<file path="config.mk">
export PLATFORM = sky130hd
export DESIGN_NAME = dr_byte_feeder
export DESIGN_NICKNAME = d
export VERILOG_FILES = /design/src/rtl/dr_pkg.sv /design/src/rtl/dr_sync.sv /design/src/rtl/dr_byte_feeder.sv
export SDC_FILE = /design/constraint.sdc
export NUM_CORES = 1
export LEC_CHECK = 0
export BUFFER_PORTS_ARGS = -buffer_cell sky130_fd_sc_hd__buf_2
export CAP_MARGIN = 20
export CORE_MARGIN = 10
export CORE_UTILIZATION = 54
export CTS_CLUSTER_DIAMETER = 50
export DETAILED_ROUTE_END_ITERATION = 8
export GPL_ROUTABILITY_DRIVEN = 0
export GPL_TIMING_DRIVEN = 0
export MAX_ROUTING_LAYER = met4
export PLACE_DENSITY_LB_ADDON = 0.15
export SLEW_MARGIN = 20
export SYNTH_ARGS = -nofsm -noshare
export SYNTH_HDL_FRONTEND = slang
export SYNTH_SLANG_ARGS = --single-unit
</file>
<file path="constraint.sdc">
create_clock -name clk -period 2.1 [get_ports clk]
set_input_delay 0.42 -clock clk [delete_from_list [all_inputs] [get_ports clk]]
set_output_delay 0.42 -clock clk [all_outputs]
set_load 0.01 [all_outputs]
</file>
<file path="src/rtl/dr_pkg.sv">
// Shared encodings for the clocked-to-dual-rail byte feeder.
package dr_pkg;

  // FSM state encoding
  localparam logic [2:0] ST_IDLE      = 3'd0;
  localparam logic [2:0] ST_DRIVE     = 3'd1;
  localparam logic [2:0] ST_WAIT_ACK  = 3'd2;
  localparam logic [2:0] ST_RTZ       = 3'd3;
  localparam logic [2:0] ST_WAIT_NULL = 3'd4;
  localparam logic [2:0] ST_DONE      = 3'd5;

  typedef enum logic [2:0] {
    IDLE      = ST_IDLE,
    DRIVE     = ST_DRIVE,
    WAIT_ACK  = ST_WAIT_ACK,
    RTZ       = ST_RTZ,
    WAIT_NULL = ST_WAIT_NULL,
    DONE      = ST_DONE
  } state_t;

  // Dual-rail codes, ordered {bit1, bit0}
  localparam logic [1:0] DR_NULL = 2'b00;
  localparam logic [1:0] DR_ZERO = 2'b01;
  localparam logic [1:0] DR_ONE  = 2'b10;

  // Map a data bit onto its dual-rail code
  function automatic logic [1:0] dr_encode(input logic b);
    return b ? DR_ONE : DR_ZERO;
  endfunction

endpackage

</file>
<file path="src/rtl/dr_sync.sv">
// Multi-flop synchroniser for one asynchronous rail.
module dr_sync #(
  parameter int unsigned STAGES = 2
) (
  input  logic clk,
  input  logic reset,
  input  logic d,
  output logic q
);

  logic [STAGES-1:0] chain;

  // Shift the async level through the flop chain
  always_ff @(posedge clk or posedge reset) begin
    if (reset) chain <= '0;
    else       chain <= {chain[STAGES-2:0], d};
  end

  assign q = chain[STAGES-1];

endmodule

</file>
<file path="src/rtl/dr_byte_feeder.sv">
// Serialises a parallel word LSB-first onto a four-phase dual-rail link.
import dr_pkg::*;

module dr_byte_feeder #(
  parameter int unsigned WIDTH       = 8,
  parameter int unsigned SYNC_STAGES = 2
) (
  input  logic             clk,
  input  logic             reset,
  input  logic [WIDTH-1:0] in_data,
  input  logic             in_valid,
  output logic             in_ready,
  output logic             bit0,
  output logic             bit1,
  input  logic             parity0,
  input  logic             parity1,
  output logic             res_valid,
  output logic             res_even,
  output logic             proto_err
);

  localparam int unsigned    IDX_W    = (WIDTH > 1) ? $clog2(WIDTH) : 1;
  localparam logic [IDX_W-1:0] LAST_IDX = IDX_W'(WIDTH - 1);

  state_t                 state;
  logic [WIDTH-1:0]       sh;
  logic [IDX_W-1:0]       idx;
  logic                   last_even;
  logic [SYNC_STAGES-1:0] warm;
  logic                   p0s;
  logic                   p1s;
  logic                   rails_null_c;
  logic                   sync_ok_c;

  dr_sync #(.STAGES(SYNC_STAGES)) u_sync_p0 (
    .clk   (clk),
    .reset (reset),
    .d     (parity0),
    .q     (p0s)
  );

  dr_sync #(.STAGES(SYNC_STAGES)) u_sync_p1 (
    .clk   (clk),
    .reset (reset),
    .d     (parity1),
    .q     (p1s)
  );

  assign rails_null_c = !p0s && !p1s;
  assign sync_ok_c    = warm[SYNC_STAGES-1];

  // Synchroniser outputs only mean something once the chain has refilled after reset
  always_ff @(posedge clk or posedge reset) begin
    if (reset) warm <= '0;
    else       warm <= {warm[SYNC_STAGES-2:0], 1'b1};
  end

  // Handshake FSM with registered rails and result outputs
  always_ff @(posedge clk or posedge reset) begin
    if (reset) begin
      state       <= IDLE;
      sh          <= '0;
      idx         <= '0;
      last_even   <= 1'b0;
      {bit1, bit0} <= DR_NULL;
      in_ready    <= 1'b0;
      res_valid   <= 1'b0;
      res_even    <= 1'b0;
      proto_err   <= 1'b0;
    end else begin
      res_valid <= 1'b0;
      in_ready  <= 1'b0;
      if (p0s && p1s) proto_err <= 1'b1;

      case (state)
        IDLE: begin
          if (in_valid && in_ready) begin
            sh    <= in_data;
            idx   <= '0;
            state <= DRIVE;
          end else begin
            in_ready <= sync_ok_c && rails_null_c;
          end
        end
        DRIVE: begin
          {bit1, bit0} <= dr_encode(sh[0]);
          state        <= WAIT_ACK;
        end
        WAIT_ACK: begin
          // Return-to-zero is issued on the same edge that sees the ack
          if (!rails_null_c) begin
            last_even    <= p1s;
            {bit1, bit0} <= DR_NULL;
            state        <= WAIT_NULL;
          end
        end
        RTZ: begin
          state <= WAIT_NULL;
        end
        WAIT_NULL: begin
          if (rails_null_c) begin
            if (idx == LAST_IDX) begin
              res_valid <= 1'b1;
              res_even  <= last_even;
              state     <= DONE;
            end else begin
              sh    <= sh >> 1;
              idx   <= idx + IDX_W'(1);
              state <= DRIVE;
            end
          end
        end
        DONE: begin
          in_ready <= sync_ok_c && rails_null_c;
          state    <= IDLE;
        end
        default: begin
          state <= IDLE;
        end
      endcase
    end
  end

endmodule
</file>
==> results of run 1 <==
==> synthesized netlist by cell type (2+ instances only) <==
master / n
nor2_1: 3
ha_1: 2
o21a_1: 2
inv_1: 6
mux2_2: 3
a21oi_1: 3
o21ai_0: 3
nand3b_1: 3
nand3_1: 4
o221a_2: 2
buf_6: 2
mux2_4: 12
dfrtp_1: 27
nand2_1: 2
==> logic make-up (layout without fill, tap and decap cells) <==
kind of cell	count (synthesis)	count (layout)	synth area share
flip-flops	27	27	0.543
multiplexers	15	15	0.172
adder cells (fa/ha/maj)	2	2	0.0201
AND/OR/NAND/NOR	21	21	0.114
other	1	1	0.00301
AO/OA/AOI/OAI	16	16	0.0975
buffers and inverters	10	33	0.0512
==> state kept, by name (all words and copies together) (netlist names) <==
register         flops
bit0                 1
bit1                 1
idx                  3
in_ready             1
last_even            1
proto_err            1
res_even             1
res_valid            1
sh                   8
state                3
u_sync_p0.chain      2
u_sync_p1.chain      2
warm                 2
==> through the flow <==
step / area [µm²] / util / total power, mW / hold WS (ps) / cells
global placement: 1370 / 0.619 / 1.43 / 333 / 138
finish: 1410 / 0.639 / 1.67 / 9.22 / 143
detailed placement: 1370 / 0.619 / 1.47 / 335 / 138
CTS: 1400 / 0.632 / 1.68 / 185 / 142
floorplan: 1240 / - / 1.33 / 331 / 92
global route: 1410 / 0.639 / 1.78 / 4.80 / 143
==> power by group <==
| group | total (mW) | leakage (nW) | internal (mW) | switching (mW) |
|---|---|---|---|---|
| sequential | 0.782 | 0.334 | 0.681 | 0.102 |
| combinational | 0.674 | 0.320 | 0.399 | 0.275 |
| clock | 0.210 | 0.0177 | 0.0711 | 0.139 |
==> layout make-up <==
type,count,area [µm²],share of cell area
flip-flops and latches,27,676,0.478
repair buffers,19,105,0.0744
clock inverters,1,5.00,0.00354
plain buffers,4,41.3,0.0292
clock buffers,3,22.5,0.0159
well taps,28,35.0,0.0248
multi-input cells,55,505,0.358
inverters,6,22.5,0.0159
==> worst min path at each step <==
stage                                            start                            to  slack, ps  cells after the start
after CTS                                      parity1  u_sync_p1.chain[0]$_DFF_PP0_        180                      1
after global placement    u_sync_p0.chain[0]$_DFF_PP0_  u_sync_p0.chain[1]$_DFF_PP0_        330                      0
after global routing                             reset  u_sync_p1.chain[0]$_DFF_PP0_          5                      2
final                                            reset  u_sync_p1.chain[0]$_DFF_PP0_          9                      2
after floorplan           u_sync_p0.chain[0]$_DFF_PP0_  u_sync_p0.chain[1]$_DFF_PP0_        330                      0
after detailed placement  u_sync_p1.chain[0]$_DFF_PP0_  u_sync_p1.chain[1]$_DFF_PP0_        330                      0
==> worst register-to-register path, delay by kind of cell (launching register included) <==
family / cells / cell delay [ps]
AO/OA/AOI/OAI: 1 / 170
adder cells (fa/ha/maj): 2 / 400
buffers and inverters: 1 / 190
flip-flops: 1 / 410
multiplexers: 1 / 310
AND/OR/NAND/NOR: 1 / 360
==> layer usage <==
metal | up-vias | wire length [µm] | GRT usage
li1 | 370 | - | -
met3 | 4 | 78 | 0.0261
met2 | 11 | 1060 | 0.151
met5 | - | 0 | -
met1 | 374 | 922 | 0.114
met4 | 0 | 31 | 0.0528
==> flow_summary_export.csv, run 1 <==
group,metric,value,unit
global_routing,grt_usage,0.0980,
setup_path,critPathMaxFanout,10,
power_and_ir_drop,p_per_area,1180,mW/mm²
synthesis,synthCells,92,
synthesis,yosys-top-cells-area,"dfrtp_1 (54%), mux2_4 (14%), mux2_2 (2.7%)",
floorplanning,die_area,0.00463,mm²
setup_path,critPathSlowestCell,"dfrtp_1",
setup_path,startpoint,"idx[0]$_DFFE_PP0P_",
timing,slew_violations,0,
finish,n_antenna_cell,0,
cts,clk_path_buf_depth,2,
place,hpwl,1610,µm
cts,cts-root-buf,"clkbuf_4",
routing,firstDrtPassIters,4,
finish,fin_nets,131,
setup_path,setup.worst_path.end,"sh[0]$_DFFE_PP0P_",
global_routing,antenna_found_initial,0,
routing,viasPerCell,5.31,
synthesis,ys_seq_area_frac,0.543,
timing,fin_crit,1930,ps
setup_path,reg2reg_slack,170,ps
timing,setup_tns,0,ps
timing,period_share,0.920,
worst_hold_path,hp-class,"in2async",
routing,totalWireLength,2100,µm
synthesis,synth_top_area_cell,"dfrtp_1",
global_routing,grt_pass1_vias,798,
floorplanning,dieHeight,68.0,µm
cts,numCtsBuffers,3,
routing,vias,759,
setup_path,critical_path_class,"reg2reg",
floorplanning,die_w,68.0,µm
synthesis,synth-edff-count,0,
setup_path,worst_path_largest_cell_delay,410,ps
floorplanning,io_pins,19,
routing,post_drt_wl_per_cell,14.7,µm
setup_path,path_depth,6,
timing,fin_skew,1.65,ps
outcome,outcome,"complete, no violations",
synthesis,synth_top_area_share,0.543,
timing,fmax,518,MHz
finish,drive_gt1_frac,0.426,
floorplanning,core,0.00221,mm²
setup_path,reg2reg_depth,6,
routing,drtIter0Drc,24,
synthesis,yosysWarnings,0,
setup_path,cp_cell_sequence,"ha_1, ha_1, nor3_2, o2bb2ai_2, buf_6, mux2_4",
power_and_ir_drop,ir_drop,0.750,mV
finish,fillers,185,
finish,area_growth,13.5,%
setup_path,arrival,2140,ps
power_and_ir_drop,p_leak,0.672,nW
setup_path,cp_common_cell,"ha_1",
cts,cts.sinks,27,
synthesis,synthArstFlopShare,1.00,
cts,postCtsSetupBuffers,0,
finish,layout_common_cells,"dfrtp_1 (27), buf_2 (18), mux2_4 (12), inv_1 (6), nand3_1 (4)",
cts,htree_levels,1,
finish,mostFrequentLayoutCell,"dfrtp_1",
setup_path,start_kind,"flip-flop",
timing,setup_viol,0,
place,preCtsSetupSlack,192,ps
synthesis,synth-seq-cells,27,
timing,rsz0062_at_grt,"false",
synthesis,synth-main-ff-cell,"dfrtp_1",
setup_path,cp_num_buf_inv,1,
floorplanning,initial_core_util,0.563,
setup_path,r2r_start,"idx[0]$_DFFE_PP0P_",
cts,clk_pin_slew,130,ps
setup_path,cp_top_family,"flip-flops",
setup_path,crit_required,2310,ps
synthesis,syn_area,0.00124,mm²
setup_path,cp-end-kind,"flip-flop",
routing,antenna_left,0,
timing,setup_ws,168,ps
floorplanning,fp-row-count,17,
cts,cts_hold_buf,0,
cts,cts_tree,"yes",
routing,drc,0,
timing,hold_violations,0,
global_routing,grt_pass1_wl,3380,µm
cts,clk_latency,310,ps
setup_path,rr_endpoint,"sh[0]$_DFFE_PP0P_",
place,io_buffer_count,18,
run,maxCapViolCount,0,
cts,post_cts_resized,0,
synthesis,syn_nets,107,
synthesis,syn_avg_cell_area,13.5,µm²
global_routing,grt_overflow_total,0,
global_routing,grt_max_degree,28,
synthesis,ys_types,32,
Power figures use the tool's default switching activity.
==> run 2, diff against run 1 <==
- MAX_ROUTING_LAYER: met4 -> unset
==> flow_summary_export.csv, run 2 (synthesis results as in run 1) <==
group,metric,value,unit
global_routing,grt_max_degree,28,
finish,fin_nets,131,
cts,post_cts_resized,0,
setup_path,worst_path_largest_cell_delay,410,ps
setup_path,critPathMaxFanout,10,
run,maxCapViolCount,0,
place,io_buffer_count,18,
timing,slew_violations,0,
finish,largest-register,"sh",
cts,clk_path_buf_depth,2,
finish,area_growth,13.5,%
cts,clk_pin_slew,130,ps
timing,setup_ws,167,ps
cts,cts_tree,"yes",
cts,clk_latency,310,ps
routing,totalWireLength,2100,µm
finish,mostFrequentLayoutCell,"dfrtp_1",
setup_path,cp_cell_sequence,"ha_1, ha_1, nor3_2, o2bb2ai_2, buf_6, mux2_4",
cts,postCtsSetupBuffers,0,
outcome,outcome,"complete, no violations",
timing,fin_crit,1930,ps
setup_path,critPathSlowestCell,"dfrtp_1",
routing,drtIter0Drc,17,
place,postPlaceCellArea,0.00137,mm²
floorplanning,dieHeight,68.0,µm
routing,antenna_left,0,
finish,largest_register_ffs,8,
power_and_ir_drop,ir_drop,0.750,mV
timing,setup_viol,0,
timing,rsz0062_at_grt,"false",
cts,cts-root-buf,"clkbuf_4",
power_and_ir_drop,p_per_area,1180,mW/mm²
setup_path,critical_path_class,"reg2reg",
floorplanning,die_w,68.0,µm
cts,htree_levels,1,
cts,cts.sinks,27,
setup_path,cp-end-kind,"flip-flop",
setup_path,start_kind,"flip-flop",
timing,setup_tns,0,ps
worst_hold_path,hp-class,"in2async",
setup_path,cp_top_family,"flip-flops",
global_routing,grt_usage,0.0947,
floorplanning,die_area,0.00463,mm²
setup_path,crit_required,2310,ps
timing,period_share,0.920,
global_routing,grt_overflow_total,0,
cts,numCtsBuffers,3,
power_and_ir_drop,p_leak,0.672,nW
place,preCtsSetupSlack,192,ps
routing,firstDrtPassIters,4,
finish,design_area,0.00141,mm²
routing,drc,0,
routing,viasPerCell,5.29,
setup_path,cp_common_cell,"ha_1",
timing,fin_skew,2.16,ps
routing,vias,756,
global_routing,antenna_found_initial,0,
power_and_ir_drop,p_total,1.67,mW
global_routing,grt_pass1_vias,798,
finish,top_regs,"sh (8), idx (3), state (3)",
routing,post_drt_wl_per_cell,14.7,µm
floorplanning,core,0.00221,mm²
cts,cts_hold_buf,0,
global_routing,grt_pass1_wl,3370,µm
floorplanning,fp-row-count,17,
finish,n_antenna_cell,0,
timing,fmax,517,MHz
floorplanning,initial_core_util,0.563,
finish,drive_gt1_frac,0.426,
setup_path,arrival,2140,ps
finish,layout_common_cells,"dfrtp_1 (27), buf_2 (18), mux2_4 (12), inv_1 (6), nand3_1 (4)",
floorplanning,io_pins,19,
finish,fin_util,0.639,
setup_path,cp_num_buf_inv,1,
place,hpwl,1610,µm
timing,hold_violations,0,
==> run 2: cell counts in the layout (fill, tap and decap cells not counted) <==
No cell type changed its count.
==> run 2: path summary, 6_finish.rpt <==
check | start | end | slack [ps] | cells after the start
max reg2reg | idx[0]$_DFFE_PP0P_ | sh[0]$_DFFE_PP0P_ | 170 | 6
min | reset | u_sync_p1.chain[0]$_DFF_PP0_ | 8 | 2
min in group clk | parity1 | u_sync_p1.chain[0]$_DFF_PP0_ | 200 | 1
min reg2reg | u_sync_p1.chain[0]$_DFF_PP0_ | u_sync_p1.chain[1]$_DFF_PP0_ | 360 | 0
max in group asynchronous | reset | sh[2]$_DFFE_PP0P_ | 1670 | 3
max | idx[0]$_DFFE_PP0P_ | sh[0]$_DFFE_PP0P_ | 170 | 6
==> run 2: per-stage QoR <==
step                instances  hold WS, ps
global placement          138          333
floorplan                  92          331
finish                    143         8.44
detailed placement        138          335
CTS                       142          185
global route              143         4.80
==> run 2: final cells by class <==
| class | instances | area, µm² |
|---|---|---|
| plain buffers | 4 | 41.3 |
| clock buffers | 3 | 22.5 |
| clock inverters | 1 | 5.00 |
| fillers | 185 | 800 |
| inverters | 6 | 22.5 |
| multi-input cells | 55 | 505 |
| flip-flops and latches | 27 | 676 |
| well taps | 28 | 35.0 |
| repair buffers | 19 | 105 |
==> run 2: power breakdown <==
part	internal, mW	switching, mW
logic	0.399	0.275
clock network	0.0712	0.140
registers	0.681	0.102
==> run 2: routing by layer <==
metal	up-vias	GRT usage	wire length [µm]
li1	371	-	-
met1	370	0.112	923
met2	11	0.152	1070
met3	4	0.0261	71
met4	0	0.0528	32
met5	-	0	0
